**src/rtl/gbe_tx_ovf_counter.sv**
```systemverilog
`default_nettype none
// ============================================================================
// Module   : gbe_tx_ovf_counter
// Purpose  : Watches the 10GbE TX FIFO handshake and packs two saturating
//            statistics into the 32-bit word that feeds the TX overflow
//            software register:
//              - ovf_events : rising edges of tx_overflow
//              - bad_frames : frames that lost at least one word to overflow
//            A rising edge on ctr_rst clears both counts and the sticky flag.
// Ports    : user_clk        - sole clock
//            user_rst_n      - asynchronous active-low reset
//            tx_valid        - word enters the TX FIFO this cycle
//            tx_end_of_frame - last word of a frame (qualified by tx_valid)
//            tx_overflow     - TX FIFO dropping words (level)
//            ctr_rst         - software clear request (rising edge acts)
//            user_data_out   - {ovf_events, bad_frames}
//            ovf_sticky      - set by any overflow event, cleared by clear/reset
// Revision : 1.0 - initial release
// ============================================================================
module gbe_tx_ovf_counter #(
  parameter int CNT_W = 16
) (
  input  logic               user_clk,
  input  logic               user_rst_n,
  input  logic               tx_valid,
  input  logic               tx_end_of_frame,
  input  logic               tx_overflow,
  input  logic               ctr_rst,
  output logic [2*CNT_W-1:0] user_data_out,
  output logic               ovf_sticky
);

  typedef enum logic [1:0] {
    ST_IDLE = 2'd0,
    ST_GOOD = 2'd1,
    ST_BAD  = 2'd2
  } state_e;

  localparam logic [CNT_W-1:0] C_CNT_MAX = '1;

  state_e           state_q, state_d;
  logic             ovf_prev_q;
  logic             clr_prev_q;
  logic [CNT_W-1:0] ovf_cnt_q, ovf_cnt_d;
  logic [CNT_W-1:0] bad_cnt_q, bad_cnt_d;
  logic             sticky_q, sticky_d;

  logic w_ovf_edge;
  logic w_clr_edge;
  logic w_eof_acc;
  logic w_bad_frame;

  always_comb begin
    w_ovf_edge  = tx_overflow & ~ovf_prev_q;
    w_clr_edge  = ctr_rst & ~clr_prev_q;
    w_eof_acc   = tx_valid & tx_end_of_frame;
    // A frame is bad if it was already marked, or if overflow coincides with
    // its last word (this also covers single-word frames seen in IDLE).
    w_bad_frame = w_eof_acc & ((state_q == ST_BAD) | tx_overflow);

    state_d = state_q;
    unique case (state_q)
      ST_IDLE: begin
        // Overflow seen in IDLE without a word does not taint the next frame.
        if (tx_valid & ~tx_end_of_frame)
          state_d = tx_overflow ? ST_BAD : ST_GOOD;
      end
      ST_GOOD: begin
        if (w_eof_acc)
          state_d = ST_IDLE;
        else if (tx_overflow)
          state_d = ST_BAD;
      end
      ST_BAD: begin
        if (w_eof_acc)
          state_d = ST_IDLE;
      end
      default: state_d = ST_IDLE;
    endcase

    ovf_cnt_d = ovf_cnt_q;
    bad_cnt_d = bad_cnt_q;
    sticky_d  = sticky_q;
    // Clear wins over any same-cycle increment; the FSM is left untouched so
    // a frame already marked bad is still counted when it ends.
    if (w_clr_edge) begin
      ovf_cnt_d = '0;
      bad_cnt_d = '0;
      sticky_d  = 1'b0;
    end else begin
      if (w_ovf_edge) begin
        sticky_d = 1'b1;
        if (ovf_cnt_q != C_CNT_MAX)
          ovf_cnt_d = ovf_cnt_q + CNT_W'(1);
      end
      if (w_bad_frame && (bad_cnt_q != C_CNT_MAX))
        bad_cnt_d = bad_cnt_q + CNT_W'(1);
    end
  end

  always_ff @(posedge user_clk or negedge user_rst_n) begin
    if (!user_rst_n) begin
      state_q    <= ST_IDLE;
      // Previous-value registers reset high so a level already asserted at
      // reset release is not mistaken for an edge.
      ovf_prev_q <= 1'b1;
      clr_prev_q <= 1'b1;
      ovf_cnt_q  <= '0;
      bad_cnt_q  <= '0;
      sticky_q   <= 1'b0;
    end else begin
      state_q    <= state_d;
      ovf_prev_q <= tx_overflow;
      clr_prev_q <= ctr_rst;
      ovf_cnt_q  <= ovf_cnt_d;
      bad_cnt_q  <= bad_cnt_d;
      sticky_q   <= sticky_d;
    end
  end

  assign user_data_out = {ovf_cnt_q, bad_cnt_q};
  assign ovf_sticky    = sticky_q;

endmodule
`default_nettype wire

```
**config.mk**
```make
export PLATFORM = sky130hd
export DESIGN_NAME = gbe_tx_ovf_counter
export DESIGN_NICKNAME = d
export VERILOG_FILES = /design/src/rtl/gbe_tx_ovf_counter.sv
export SDC_FILE = /design/constraint.sdc
export NUM_CORES = 1
export LEC_CHECK = 0
export CAP_MARGIN = 20
export CORE_MARGIN = 2
export CORE_UTILIZATION = 58
export CTS_BUF_LIST = sky130_fd_sc_hd__clkbuf_4 sky130_fd_sc_hd__clkbuf_8
export DETAILED_ROUTE_END_ITERATION = 8
export GPL_ROUTABILITY_DRIVEN = 1
export PLACE_DENSITY = 0.87
export SLEW_MARGIN = 20
export SYNTH_ARGS = -nofsm -noshare
export SYNTH_HDL_FRONTEND = slang
export SYNTH_SLANG_ARGS = --single-unit
```
**constraint.sdc**
```tcl
create_clock -name user_clk -period 4.3 [get_ports user_clk]
set_input_delay 0.86 -clock user_clk [delete_from_list [all_inputs] [get_ports user_clk]]
set_output_delay 0.86 -clock user_clk [all_outputs]
set_load 0.02 [all_outputs]
```
# Word-level counts from Yosys, hierarchy flattened
# Cells that the tools add are included.
# W data, S select, Z words.
dict set report classes {
  n_bitwise 9
  reduce_logical 7
  add_sub_neg 2
  eq_ne 7
  muxes 13
}
# cell n
set op_table {}
lappend op_table {{$mux W16} 5}
lappend op_table {{$add A16 B1 Y16 const B} 2}
lappend op_table {{$ne A16 B16 Y1 const B} 2}
lappend op_table {{$mux W2} 5}
lappend op_table {{$pmux W2 S3} 1}
lappend op_table {{$reduce_bool A2 Y1} 3}
lappend op_table {{$and A1 B1 Y1} 5}
lappend op_table {{$ne A2 B2 Y1 const B} 2}
lappend op_table {{$ne A3 B3 Y1 const B} 1}
lappend op_table {{$not A1 Y1} 3}
lappend op_table {{$reduce_and A3 Y1} 1}
lappend op_table {{$eq A2 B1 Y1 const B} 1}
lappend op_table {{$eq A2 B2 Y1 const B} 1}
lappend op_table {{$logic_not A2 Y1} 1}
lappend op_table {{$mux W1} 2}
lappend op_table {{$reduce_and A2 Y1} 1}
lappend op_table {{$logic_and A1 B1 Y1} 1}
lappend op_table {{$or A1 B1 Y1} 1}
dict set report word_totals {
  inputBits 6
  out_inout_bits 33
  ff_bits 37
}

# Logic depth before layout (Yosys ltp)
# Gate-level depths: netlist of run 1.
dict set report depth {
  word_depth 6
  mapped_depth 6
}

# Worst setup path after synthesis of run 1
# OpenSTA, ideal clock, no wires.
dict set report synth_path {
  kind {input port to flip-flop}
  startpoint {input port tx_valid}
  endpoint {register bad_cnt_q[15]}
  required_time_ps 4177
  path_stages 5
  path_slack_ps 2303
  arrival_time_ps 1874
  cell_sequence {and2_1 clkbuf_4 o2111ai_4 or4_1 mux2i_1}
}
dict set report synth_between {
  elab_chain_len 4
}
# element line_no
set synth_lines {}
lappend synth_lines {{start, declared} 25} ;# input logic tx_valid,
lappend synth_lines {{$and A1 B1 Y1} 56} ;# w_eof_acc = tx_valid & tx_end_of_frame;
lappend synth_lines {{$and A1 B1 Y1} 59} ;# w_bad_frame = w_eof_acc & ((state_q == ST_BAD) | tx_overflow);
lappend synth_lines {{$logic_and A1 B1 Y1} 96} ;# if (w_bad_frame && (bad_cnt_q != C_CNT_MAX))
lappend synth_lines {{$reduce_bool A2 Y1 (no line)} n/a}
lappend synth_lines {{end signal, assigned} 116} ;# bad_cnt_q <= bad_cnt_d;
lappend synth_lines {{end, declared} 45} ;# logic [CNT_W-1:0] bad_cnt_q, bad_cnt_d;
# Every way passes these cells.
# A chain may end at the register's enable or synchronous reset.

# Worst setup path in the final report of run 1
dict set report layout_path {
  startpoint {input port tx_overflow}
  endpoint {register ovf_cnt_q[11]}
}
dict set report layout_between {
  elab_chain_len 3
}
# element line_no
set layout_lines {}
lappend layout_lines {{start, declared} 27} ;# input logic tx_overflow,
lappend layout_lines {{$and A1 B1 Y1} 54} ;# w_ovf_edge = tx_overflow & ~ovf_prev_q;
lappend layout_lines {{$reduce_bool A2 Y1 (no line)} n/a}
lappend layout_lines {{$reduce_and A2 Y1 (no line)} n/a}
lappend layout_lines {{end signal, assigned} 115} ;# ovf_cnt_q <= ovf_cnt_d;
lappend layout_lines {{end, declared} 44} ;# logic [CNT_W-1:0] ovf_cnt_q, ovf_cnt_d;
# Every way passes these cells.

==> flow_summary.yaml, run 1 <==
finish:
  nNetsFinal: 257
  drive_above_1_share: 0.08800
  antennaDiodeCount: 0
  multi_input_area_um2: 1081
  area_growth_pct: 23.35
  fillers: 260
  seqCellArea_um2: 928.4
clock_tree:
  cts_root_buffer: "clkbuf_4"
  cts_hold_buf: 0
  clk_latency_ns: 0.35
  clock_sinks: 37
  clkSlewWorstSetupHoldPaths_ns: 0.11
  cts_setup_buffers: 0
  cts-htree-levels: 2
  clockBufferDepth: 2
  cts_buffers: 5
  cts_tree: "built"
  ctsResizeCount: 0
floorplan:
  io_pins: 39
  placeableCoreArea_um2: 3363
  initial_core_util: 0.6101
  die_h_um: 63.48
  die_w_um: 63.48
  die-area_um2: 4030
  num_rows: 21
worst_setup_path:
  reg2reg_from: "bad_cnt_q[9]"
  crit_required_ns: 4.57
  critPathArrivalTime_ns: 2.80
  crit_fanout: 12
  crit_path_end_kind: "flip-flop"
  setup.worst_path.class: "in2reg"
  rr_endpoint: "bad_cnt_q[13]"
  r2r_slack_ns: 2.25
  setup.worst_path.start_class: "primary input"
  r2r_cells: 4
yosys:
  ys_types: 47
  synth-edff-count: 0
  avgSynthCellArea_um2: 9.771
  synth_ff_type: "dfrtp_1"
  synth_fp_nets: 218
  yosys_warnings: 0
  ys_seq_elements: 37
  synth_area_um2: 2052
  ys_seq_area_frac: 0.4524
  syn_inst: 210
  synthArstFlopShare: 1.000
routing:
  drt-total-wl_mm: 4.656
  drc: 0
  via_per_inst: 6.307
  ant_nets: 0
  routedWlPerCell_um: 15.73
  vias: 1867
  drt_first_iter_violations: 123
  drtPass1Iterations: 6
timing:
  tns_ns: 0
  worst_pin_slew_ns: 0.9913
  period_minus_slack_ns: 2.528
  rsz0062_at_grt: "false"
  hold_slack_ns: 0.4978
  slew_headroom: 0.3337
  slew_viol_final: 0
  fmax_mhz: 395.6
  finClkSkew_ns: 0.01499
  finalHoldViolCount: 0
  setup_viol: 0
  min_period_over_period: 0.5879
global_route:
  overflow: 0
  grt_pass1_vias: 1853
  antenna_found_initial: 0
  grt_first_pass_wirelength_mm: 8.190
  grt.total_usage: 0.2592
  grt_max_degree: 38
power:
  p_leak_nw: 0.9395
  cellPowerDensity_nw_per_um2: 256.9
  worst_ir_drop_vdd_mv: 0.2455
  power_w: 0.0006504
place:
  dp_hpwl_mm: 3.264
  port_buffers: 38
  gpl.final_weighted_congestion: 0.9249
worst_hold_path:
  hold_path.class: "reg2reg"
  hold_depth: 1
  hp-start: "state_q[1]"
  hold_path_end: "state_q[0]"
run_status:
  outcome: "complete, no violations"
job:
  max_cap_violations: 0
## placed cells by master (no fill, tap or decap), types with 3 or more instances in the layout
| cell type | instances |
|---|---|
| clkdlybuf4s50_1 | 37 |
| dfrtp_1 | 35 |
| a21oi_1 | 21 |
| nand4_1 | 15 |
| o21ai_0 | 13 |
| nand2_1 | 12 |
| or4_1 | 9 |
| nand3_1 | 8 |
| or3_1 | 8 |
| o31ai_1 | 8 |
| nor2_1 | 7 |
| nand2b_1 | 6 |
| inv_1 | 5 |
| a31oi_1 | 5 |
| clkbuf_4 | 5 |
| and2_1 | 4 |
| xor2_1 | 4 |
| nor3_1 | 3 |
| o311ai_0 | 3 |
| o41ai_1 | 3 |
## critical path, stage by stage
cell and delay (ns):
clkdlybuf4s50_1 0.80, and4b_1 0.33, nand4_1 0.24, or3_1 0.38, a31oi_1 0.19
## cells by family after synthesis
logic type | share of synthesized area
buf+inv | 0.02439
mux | 0.004878
flops | 0.4524
fa+ha+maj | 0.01219
xor+xnor | 0.02561
simple gates | 0.2768
compound gates | 0.2037
## layout make-up
class / count / share of cell area
Clock buffer: 7 / 0.02570
Clock inverter: 1 / 0.001977
Inverter: 5 / 0.007415
Multi-Input combinational cell: 162 / 0.4271
Sequential cell: 37 / 0.3668
Tap cell: 46 / 0.02274
Timing Repair Buffer: 38 / 0.1483
## Yosys cell counts, drive strengths merged (4+ instances only)
master,count,area share
nand4,15,0.046
xor2,4,0.017
clkbuf,4,0.0091
a21oi,21,0.051
a31oi,5,0.015
and2,4,0.012
nor2,7,0.013
nand2,12,0.022
or3,9,0.028
or4,9,0.033
o31ai,8,0.029
o21ai,14,0.036
nand3,8,0.020
dfrtp,35,0.43
nand2b,6,0.018
inv,5,0.0091
## worst max path at each step
stage	start	to	slack, ns	cells after the start
after floorplan	tx_valid	bad_cnt_q[15]	2.30	5
after global placement	tx_overflow	ovf_cnt_q[9]	1.48	5
after detailed placement	tx_overflow	ovf_cnt_q[11]	1.40	5
after CTS	tx_overflow	ovf_cnt_q[11]	1.78	5
after global routing	tx_overflow	ovf_cnt_q[13]	1.67	5
final	tx_overflow	ovf_cnt_q[11]	1.77	5
## metrics by stage
step,instances,setup slack [ns],cell area (um2),utilization
final,296,1.772,2531,0.7526
after CTS,296,1.777,2526,0.7511
after detailed placement,288,1.397,2456,0.7303
after floorplan,210,2.303,2052,-
after global placement,288,1.485,2456,0.7303
after global routing,296,1.668,2531,0.7526
## where the power goes
part           internal, W   total, W  leakage [nW]  switching, W
logic            0.0000274  0.0000703         0.395     0.0000429
clock network    0.0000947   0.000210        0.0413      0.000115
registers         0.000359   0.000370         0.503     0.0000115
total             0.000481   0.000650         0.940      0.000169
## state kept, by name, summed over array words and instances, names as in the netlist
name,flops
state_q,2
ovf_prev_q,1
bad_cnt_q,16
ovf_cnt_q,16
ovf_sticky,1
clr_prev_q,1
## per-layer routing
layer,share of wire,track usage
met5,0,0
met1,0.44,0.3061
met4,0.020,0.1223
met3,0.063,0.06250
met2,0.48,0.4421
Note: power is estimated with default switching activity, not from simulation.
==> run 2, diff against run 1 <==
--- a/config.mk
+++ b/config.mk
@@ -7,11 +7,11 @@
 export LEC_CHECK = 0
 export CAP_MARGIN = 20
 export CORE_MARGIN = 2
-export CORE_UTILIZATION = 58
+export CORE_UTILIZATION = 48
 export CTS_BUF_LIST = sky130_fd_sc_hd__clkbuf_4 sky130_fd_sc_hd__clkbuf_8
 export DETAILED_ROUTE_END_ITERATION = 8
 export GPL_ROUTABILITY_DRIVEN = 1
-export PLACE_DENSITY = 0.87
+export PLACE_DENSITY = 0.77
 export SLEW_MARGIN = 20
 export SYNTH_ARGS = -nofsm -noshare
 export SYNTH_HDL_FRONTEND = slang
==> constraint.sdc (replaced) <==
create_clock -name user_clk -period 2.2 [get_ports user_clk]
set_input_delay 0.44 -clock user_clk [delete_from_list [all_inputs] [get_ports user_clk]]
set_output_delay 0.44 -clock user_clk [all_outputs]
set_load 0.02 [all_outputs]
==> run 2 against run 1 <==
Register-to-register slack got worse by 1.8 ns. Sequential share of layout area decreased by 1.5 points. Via count increased by 2.2%. Critical path type unchanged. Highest routed layer unchanged. Total power increased by 110%. Count of clock-buffer cells in the layout decreased by 1. Die area increased by 19%. Utilization decreased by 10 points. Worst setup slack got worse by 1.4 ns. Final area increased by 4.4%. Worst hold slack got worse by 0.26 ns.
==> flow_summary.yaml, run 2 (synthesis gave the netlist of run 1 again) <==
run_status:
  outcome: "complete, no violations"
timing:
  finClkSkew_ns: 0.003909
  setup_viol: 0
  tns_ns: 0
  period_minus_slack_ns: 1.863
  slew_headroom: 0.4624
  fmax_mhz: 536.9
  rsz0062_at_grt: "false"
  slew_viol_final: 0
  worst_pin_slew_ns: 0.8064
  min_period_over_period: 0.8466
  finalHoldViolCount: 0
finish:
  final_cell_mix: "clkdlybuf4s50_1, dfrtp_1, a21oi_1"
  top_regs: "bad_cnt_q x16, ovf_cnt_q x16, state_q x2"
  antennaDiodeCount: 0
  final_cells: 311
  layout_commonest_cell: "clkdlybuf4s50_1"
  fillers: 351
  post-route-util: 0.6512
  nNetsFinal: 268
  drive_above_1_share: 0.1264
  area_growth_pct: 28.78
routing:
  via_per_inst: 6.138
  ant_nets: 0
  drc: 0
  routedWlPerCell_um: 16.04
  drtPass1Iterations: 4
  drt-total-wl_mm: 4.987
  vias: 1909
  drt_first_iter_violations: 92
worst_setup_path:
  crit_fanout: 6
  crit_path_end_kind: "flip-flop"
  crit_required_ns: 2.41
  r2r_slack_ns: 0.44
  critPathArrivalTime_ns: 2.07
  setup.worst_path.class: "in2reg"
  setup.worst_path.start_class: "primary input"
clock_tree:
  clock_sinks: 37
  clkSlewWorstSetupHoldPaths_ns: 0.07
  cts_tree: "built"
  cts_hold_buf: 0
  clockBufferDepth: 2
  cts_setup_buffers: 0
  cts-htree-levels: 2
  cts_buffers: 5
  clk_latency_ns: 0.29
  cts_root_buffer: "clkbuf_8"
  ctsResizeCount: 0
floorplan:
  die_w_um: 69.38
  num_rows: 23
  initial_core_util: 0.5057
  die_h_um: 69.38
  placeableCoreArea_um2: 4058
  io_pins: 39
  die-area_um2: 4814
place:
  port_buffers: 38
  dp_cells: 303
  gpl.final_weighted_congestion: 0.8104
  dp_hpwl_mm: 3.542
power:
  p_leak_nw: 1.004
  cellPowerDensity_nw_per_um2: 509.7
  worst_ir_drop_vdd_mv: 0.4851
  power_w: 0.001347
global_route:
  grt_pass1_vias: 1846
  antenna_found_initial: 0
  grt_busiest_layer: "met2"
  grt.total_usage: 0.2207
  grt_use_met1: 0.2671
  overflow: 0
  grt_max_degree: 38
  grt_first_pass_wirelength_mm: 8.680
  grt.met3_usage: 0.05523
  use_met2: 0.3803
worst_hold_path:
  hold_path.class: "in2async"
job:
  max_cap_violations: 0
-- run 2: changes by cell type in the layout (fill, tap and decap cells not counted) --
| cell | change |
|---|---|
| nor2b_2 | +1 |
| clkbuf_4 | -4 |
| clkinv_2 | +1 |
| buf_12 | +1 |
| clkbuf_8 | +3 |
| buf_4 | +10 |
| nor2b_4 | -1 |
-- run 2: final timing paths --
path / startpoint / end / cells after the start
worst max-delay path: tx_valid / bad_cnt_q[5] / 6
worst max register to register: bad_cnt_q[1] / bad_cnt_q[10] / 5
min in group user_clk: state_q[1] / state_q[0] / 1
max in group asynchronous: user_rst_n / ovf_sticky / 1
worst min-delay path: user_rst_n / ovf_cnt_q[11] / 1
worst min register to register: state_q[1] / state_q[0] / 1
-- run 2: stage by stage --
stage	hold WS [ns]	setup slack, ns	area (um2)
after CTS	0.2707	0.3410	2643
after global placement	0.4332	0.1043	2556
final	0.2397	0.3374	2643
after floorplan	0.1444	0.4698	2052
after global routing	0.3195	0.2583	2643
after detailed placement	0.4607	0.05864	2556
-- run 2: layout make-up --
cell class,instances,area [um2],share of cell area
clock buffer,6,76.32,0.02888
timing repair buffer,49,470.5,0.1780
clock inverter,2,10.01,0.003788
tap,50,62.56,0.02367
sequential,37,928.4,0.3513
inverter,5,18.77,0.007102
multi-input combinational,162,1076,0.4072
-- run 2: where the power goes --
part           leakage (nW)  switching, W  internal, W  total [W]
registers             0.503     0.0000180     0.000701   0.000719
logic                 0.452     0.0000913    0.0000642   0.000155
clock network        0.0484      0.000240     0.000232   0.000472
total                  1.00      0.000349     0.000997    0.00135
-- run 2: metal layers --
layer | share of wire | vias up
met1 | 0.44 | 923
met4 | 0.0050 | 0
met3 | 0.050 | 4
met2 | 0.50 | 58
li1 | - | 924
met5 | 0 | -
-- run 2: critical path, stage by stage --
cell and delay [ns]:
clkdlybuf4s50_1 0.47, and2_1 0.17, buf_12 0.13, o211ai_1 0.18, or4_1 0.50, a21oi_1 0.17
==> run 3, diff against run 2 <==
--- a/config.mk
+++ b/config.mk
@@ -7,11 +7,11 @@
 export LEC_CHECK = 0
 export CAP_MARGIN = 20
 export CORE_MARGIN = 2
-export CORE_UTILIZATION = 48
+export CORE_UTILIZATION = 54
 export CTS_BUF_LIST = sky130_fd_sc_hd__clkbuf_4 sky130_fd_sc_hd__clkbuf_8
 export DETAILED_ROUTE_END_ITERATION = 8
 export GPL_ROUTABILITY_DRIVEN = 1
-export PLACE_DENSITY = 0.77
+export PLACE_DENSITY = 0.81
 export SLEW_MARGIN = 20
 export SYNTH_ARGS = -nofsm -noshare
 export SYNTH_HDL_FRONTEND = slang
==> constraint.sdc (replaced) <==
create_clock -name user_clk -period 1.95 [get_ports user_clk]
set_input_delay 0.39 -clock user_clk [delete_from_list [all_inputs] [get_ports user_clk]]
set_output_delay 0.39 -clock user_clk [all_outputs]
set_load 0.02 [all_outputs]
==> run 3 against run 2 <==
Count of clock-buffer cells in the layout is 1 higher. Cell count is 2.9% higher. Die area fell by 10%. Utilization is 10 points higher. Critical path depth stayed put. Via count increased by 2.7%. Wire length increased by 2.5%. Non-clock buffer count increased by 12.
==> flow_summary.yaml, run 3 (synthesis gave the netlist of run 1 again) <==
run_status:
  outcome: "complete, no violations"
global_route:
  grt_max_degree: 38
  antenna_found_initial: 0
  grt_first_pass_wirelength_mm: 8.528
  overflow: 0
  grt.total_usage: 0.2551
  grt_pass1_vias: 1854
worst_setup_path:
  critPathMaxStageDelay_ns: 0.55
  r2r_cells: 5
  setup.worst_path.start_class: "primary input"
  critPathArrivalTime_ns: 2.06
  critPathSlowestCell: "or4_1"
  rr_endpoint: "bad_cnt_q[14]"
  crit_path_end_kind: "flip-flop"
  crit_path_cell_trace: "clkdlybuf4s50_1, and2_1, buf_12, o211ai_1, or4_1, a21oi_1"
  cp-startpoint: "tx_valid"
  setup.worst_path.class: "in2reg"
  reg2reg_from: "bad_cnt_q[0]"
  r2r_slack_ns: 0.14
  crit_required_ns: 2.17
  crit_fanout: 6
clock_tree:
  cts_buffers: 5
  cts-htree-levels: 2
  cts_tree: "built"
  clk_latency_ns: 0.29
  cts_hold_buf: 0
  clock_sinks: 37
  clkSlewWorstSetupHoldPaths_ns: 0.07
  cts_root_buffer: "clkbuf_8"
  clockBufferDepth: 2
finish:
  post-route-util: 0.7553
  fillers: 266
  final_cells: 320
  area_growth_pct: 34.76
  final_cell_mix: "clkdlybuf4s50_1, dfrtp_1, a21oi_1"
  layout_commonest_cell: "clkdlybuf4s50_1"
  top_regs: "bad_cnt_q x16, ovf_cnt_q x16, state_q x2"
  nNetsFinal: 280
  drive_above_1_share: 0.1654
  antennaDiodeCount: 0
worst_hold_path:
  hold_path.class: "in2async"
timing:
  slew_headroom: 0.6886
  period_minus_slack_ns: 1.841
  rsz0062_at_grt: "false"
  slew_viol_final: 0
  finalHoldViolCount: 0
  fmax_mhz: 543.3
  min_period_over_period: 0.9440
  finClkSkew_ns: 0.005515
  worst_pin_slew_ns: 0.4671
  tns_ns: 0
  setup_viol: 0
place:
  dp_cells: 312
  port_buffers: 38
  dp_hpwl_mm: 3.497
  gpl.final_weighted_congestion: 0.8561
job:
  max_cap_violations: 0
floorplan:
  die_w_um: 65.65
  io_pins: 39
  die-area_um2: 4309
  initial_core_util: 0.5605
  die_h_um: 65.65
  num_rows: 22
  placeableCoreArea_um2: 3661
routing:
  drtPass1Iterations: 5
  drc: 0
  ant_nets: 0
  via_per_inst: 6.125
  drt-total-wl_mm: 5.112
  routedWlPerCell_um: 15.98
  drt_first_iter_violations: 205
  vias: 1960
power:
  worst_ir_drop_vdd_mv: 0.5013
  p_leak_nw: 1.067
  cellPowerDensity_nw_per_um2: 564.0
==> run 3: worst max path at each step <==
stage                         end  slack [ns]  cells past startpoint
floorplan           bad_cnt_q[14]        0.22                      5
global route         bad_cnt_q[5]       0.003                      6
CTS                 ovf_cnt_q[13]        0.08                      5
detailed placement  ovf_cnt_q[13]       -0.22                      5
global placement    ovf_cnt_q[15]       -0.14                      5
finish               bad_cnt_q[5]        0.11                      6
==> run 3: timing repair <==
item                                    CTS  global route
resized for setup                         0             1
setup buffers                             0             1
endpoints found under the setup margin    0             2
==> run 3: metal layers <==
layer  wire (um)  global-route usage  vias up
met5           0                   0        -
met4         105              0.1042        0
met3         261             0.05651       12
met2        2584              0.4343       67
met1        2161              0.3111      938
li1            -                   -      943
==> run 3: metrics by stage <==
| stage | cell area, um2 | hold WS [ns] | total power, W | setup WS (ns) |
|---|---|---|---|---|
| finish | 2765 | 0.1281 | 0.001559 | 0.1093 |
| global route | 2765 | 0.1828 | 0.001616 | 0.002889 |
| CTS | 2751 | 0.1360 | 0.001571 | 0.07617 |
| detailed placement | 2661 | 0.4499 | 0.001012 | -0.2207 |
| global placement | 2661 | 0.4458 | 0.001009 | -0.1398 |
| floorplan | 2052 | 0.09441 | 0.0009129 | 0.2198 |
==> run 3: layout make-up <==
type / count / area [um2] / area share
well taps: 48 / 60.06 / 0.02172
multi-input cells: 162 / 1082 / 0.3914
inverters: 5 / 18.77 / 0.006787
clock buffers: 7 / 90.09 / 0.03258
repair buffers: 61 / 585.6 / 0.2118
flip-flops and latches: 37 / 928.4 / 0.3357
==> run 3: critical path, delay by kind of cell <==
kind	cells	cell delay, ns
AOI/OAI and AO/OA	2	0.34
buffers and inverters	2	0.61
and+or+nand+nor	2	0.72
==> run 3: power by group <==
| part | leakage [nW] | internal, W | switching (W) |
|---|---|---|---|
| combinational | 0.515 | 0.0000830 | 0.000103 |
| clock | 0.0477 | 0.000294 | 0.000269 |
| sequential | 0.503 | 0.000791 | 0.0000186 |
==> RTL change 1: new RTL, flow settings as in run 2 <==
The 3 states of `state_e` get a one-hot encoding in 3 bits.
--- a/src/rtl/gbe_tx_ovf_counter.sv
+++ b/src/rtl/gbe_tx_ovf_counter.sv
@@ -30,10 +30,10 @@
   output logic               ovf_sticky
 );
 
-  typedef enum logic [1:0] {
-    ST_IDLE = 2'd0,
-    ST_GOOD = 2'd1,
-    ST_BAD  = 2'd2
+  typedef enum logic [2:0] {
+    ST_IDLE = 3'b001,
+    ST_GOOD = 3'b010,
+    ST_BAD  = 3'b100
   } state_e;
 
   localparam logic [CNT_W-1:0] C_CNT_MAX = '1;
Check against the original RTL: no difference found for any inputs over 10 cycles, from zero or initial values and one cycle with user_rst_n low; not proved beyond that.
==> RTL change 1 against run 2 <==
  * Sequential cell count increased by 1
  * Wire length increased by 7.6%
  * First-iteration DRC count increased to 2.7 times the old value
  * Synthesized area increased by 10%
  * Non-clock buffer count decreased by 4
  * Power increased by 20%
  * Worst setup slack got worse by 0.18 ns
  * Cell area increased by 7.5%
  * Maximum frequency decreased by 8.6%
==> RTL change 1: results <==
{
  "placed_cell_area_um2": 2700,
  "relSlewSlack_pct": 63.0,
  "synth_nets": 247,
  "synth-xor-area-share_pct": 1.94,
  "grt_use_met3_pct": 4.14,
  "cts_htree_levels": 2,
  "wl_met2_um": 2470,
  "slowest_delay_ns": 0.44,
  "met1_usage_pct": 30.9,
  "met3WireLength_um": 358,
  "critical-path-slowest-cell": "dfrtp_1",
  "cts_resized": 0,
  "insertedDiodeCount": 0,
  "outcome": "complete, no violations",
  "dp_slack_ns": 0.0821,
  "n_fill_cell": 361,
  "cts_buffers": 5,
  "track_usage_pct": 21.5,
  "wl_per_cell_um": 16.2,
  "synthCells": 239,
  "grt_max_degree": 39,
  "totalPowerFinal_w": 0.00162,
  "fin_nets": 287,
  "cp.arrival_ns": 2.25,
  "wl_met1_um": 2470,
  "top_regs": "bad_cnt_q (16), ovf_cnt_q (16), state_q (3)",
  "power_frac_seq_pct": 45.9,
  "finClkSkew_ns": 0.00266,
  "worstPathMaxFanout": 6,
  "peakVddDrop_mv": 0.401,
  "met2_usage_pct": 32.4,
  "routed.top_layer": "met4",
  "ys_seq_area_share_pct": 42.2,
  "dp_cells": 324,
  "power.internal_w": 0.00126,
  "grt_pass1_wl_um": 8950,
  "io_buffers": 38,
  "drt_iter0_markers": 246,
  "via_per_inst": 6.24,
  "grt_antenna_before_repair": 0,
  "p_comb_w": 0.000136,
  "drive_above_1_share_pct": 10.4,
  "synthTopCellsByArea": "dfrtp_1 39%, a21oi_1 4.4%, nand4_1 3.6%",
  "vias": 2073,
  "yosys-top-cells-count": "35 x dfrtp_1, 20 x a21oi_1, 19 x nand2_1",
  "multi_input_area_um2": 1230,
  "grt_pass1_vias": 1905,
  "place.detailed.hpwl_um": 3670,
  "ys_types": 54,
  "synth_async_sr_flop_share_pct": 100,
  "synth-compound-area-share_pct": 17.5,
  "p_leak_nw": 1.10,
  "cp_top_family": "simple AND/OR/NAND/NOR gates",
  "muxShareOfSynthArea_pct": 2.65,
  "synth_fa_ha_area_share_pct": 1.11,
  "gp_congestion": 0.874,
  "drtPass1Iterations": 4
}
## RTL change 1: cell types whose count changed in the layout (fill, tap and decap cells not counted), moves of 5 or more
cell     change
o21ai_0      -5
nor2_1       +7
nand2_1      +7
mux2i_1      +5
## RTL change 1: path summary, 6_finish.rpt
path / startpoint / to / slack (ns) / cells past startpoint
min reg2reg: ovf_sticky / ovf_sticky / 0.53 / 2
min in group user_clk: ovf_sticky / ovf_sticky / 0.53 / 2
min: user_rst_n / bad_cnt_q[5] / 0.20 / 2
max in group asynchronous: user_rst_n / clr_prev_q / 1.64 / 2
max reg2reg: bad_cnt_q[1] / bad_cnt_q[10] / 0.16 / 6
max: bad_cnt_q[1] / bad_cnt_q[10] / 0.16 / 6
## RTL change 1: area by class of cell
class	count	share of cell area, %
flip-flops and latches	38	33.6
clock inverters	2	2.11
well taps	52	2.29
clock buffers	6	2.91
repair buffers	45	15.5
inverters	3	0.396
multi-input cells	186	43.2
==> RTL change 2: new RTL, settings of run 2 <==
Made on the original files. `CNT_W`: 16 -> 18.
--- a/src/rtl/gbe_tx_ovf_counter.sv
+++ b/src/rtl/gbe_tx_ovf_counter.sv
@@ -18,7 +18,7 @@
 // Revision : 1.0 - initial release
 // ============================================================================
 module gbe_tx_ovf_counter #(
-  parameter int CNT_W = 16
+  parameter int CNT_W = 18
 ) (
   input  logic               user_clk,
   input  logic               user_rst_n,
Interface: changed (resized user_data_out); port bits go from 39 to 43. No check against the original RTL was run, so the function may have changed too.
==> RTL change 2 against run 2 <==
  * Synthesized cell count is 22% higher
  * Hold slack worse by 0.081 ns
  * Clock skew is 0.0054 ns higher
  * Non-clock buffer count is 13 higher
  * Wire length is 11% higher
  * Combinational power is 23% higher
  * Sequential share of layout area is 1.6 points lower
  * Cell area is 16% higher
  * Sequential cell count is 4 higher
  * Synthesized area is 16% higher
  * Critical endpoint is now bad_cnt_q[14]
  * Worst setup slack worse by 0.11 ns
  * Power is 12% higher
  * Cell count is 22% higher
==> RTL change 2: results <==
{
  "synthCells": 256,
  "wl_met2_um": 2570,
  "worstPathMaxFanout": 5,
  "rr_endpoint": "bad_cnt_q[14]",
  "wl_met1_um": 2600,
  "met2_usage_pct": 33.7,
  "outcome": "complete, no violations",
  "drt_wl_total_um": 5540,
  "place.detailed.hpwl_um": 4040,
  "placed_cell_area_um2": 2970,
  "dp_cells": 372,
  "synth_fa_ha_area_share_pct": 1.05,
  "whs_ns": 0.159,
  "relSlewSlack_pct": 39.8,
  "met3WireLength_um": 329,
  "muxShareOfSynthArea_pct": 6.70,
  "drive_above_1_share_pct": 11.2,
  "grt_pass1_vias": 2026,
  "met1_usage_pct": 30.0,
  "grt_pass1_wl_um": 9290,
  "r2r_slack_ns": 0.23,
  "fin_cells": 380,
  "io_buffers": 42,
  "drt_iter0_markers": 218,
  "ys_seq_area_share_pct": 43.0,
  "top_regs": "bad_cnt_q (18), ovf_cnt_q (18), state_q (2)",
  "slowest_delay_ns": 0.58,
  "grt_max_degree": 28,
  "track_usage_pct": 21.5,
  "synthTopCellsByArea": "dfrtp_1 41%, mux2i_1 6.7%, nand2_1 4.9%",
  "layout_min_cycle_time_ns": 1.97,
  "critPathCapture": "bad_cnt_q[14]",
  "yosys-top-cells-count": "39 x dfrtp_1, 31 x nand2_1, 17 x nand3_1",
  "finClkSkew_ns": 0.00927,
  "peakVddDrop_mv": 0.300,
  "grt_use_met3_pct": 5.28,
  "fin_nets": 320,
  "via_per_inst": 5.88,
  "gp_congestion": 0.865,
  "synth-compound-area-share_pct": 17.6,
  "crit_start": "bad_cnt_q[0]",
  "cp.arrival_ns": 2.18
}
## RTL change 2: cell types whose count changed in the layout (fill, tap and decap cells not counted), moves of 9 or more
| cell | run 2 | this run |
|---|---|---|
| nand2_1 | 12 | 31 |
| buf_4 | 10 | 20 |
| mux2i_1 | 1 | 16 |
| nand3_1 | 8 | 17 |
| o21ai_0 | 13 | 3 |
## RTL change 2: power by group
group	internal [W]	total [W]	switching, W
sequential	0.000779	0.000806	0.0000270
clock	0.000263	0.000506	0.000244
combinational	0.0000828	0.000190	0.000107
total	0.00112	0.00150	0.000377
## RTL change 2: cell type report
type,count,area (um^2)
Fill cell,405,1690
Multi-Input combinational cell,195,1270
Tap cell,67,83.8
Sequential cell,41,1030
Clock buffer,8,91.3
Timing Repair Buffer,62,566
Inverter,7,26.3
## RTL change 2: kinds of logic after synthesis
kind of cell | Yosys count
and+or+nand+nor | 118
DFF | 41
xor gates and xnor gates | 1
adders and majority gates | 2
AOI/OAI and AO/OA | 58
buffers and inverters | 20
muxes | 16
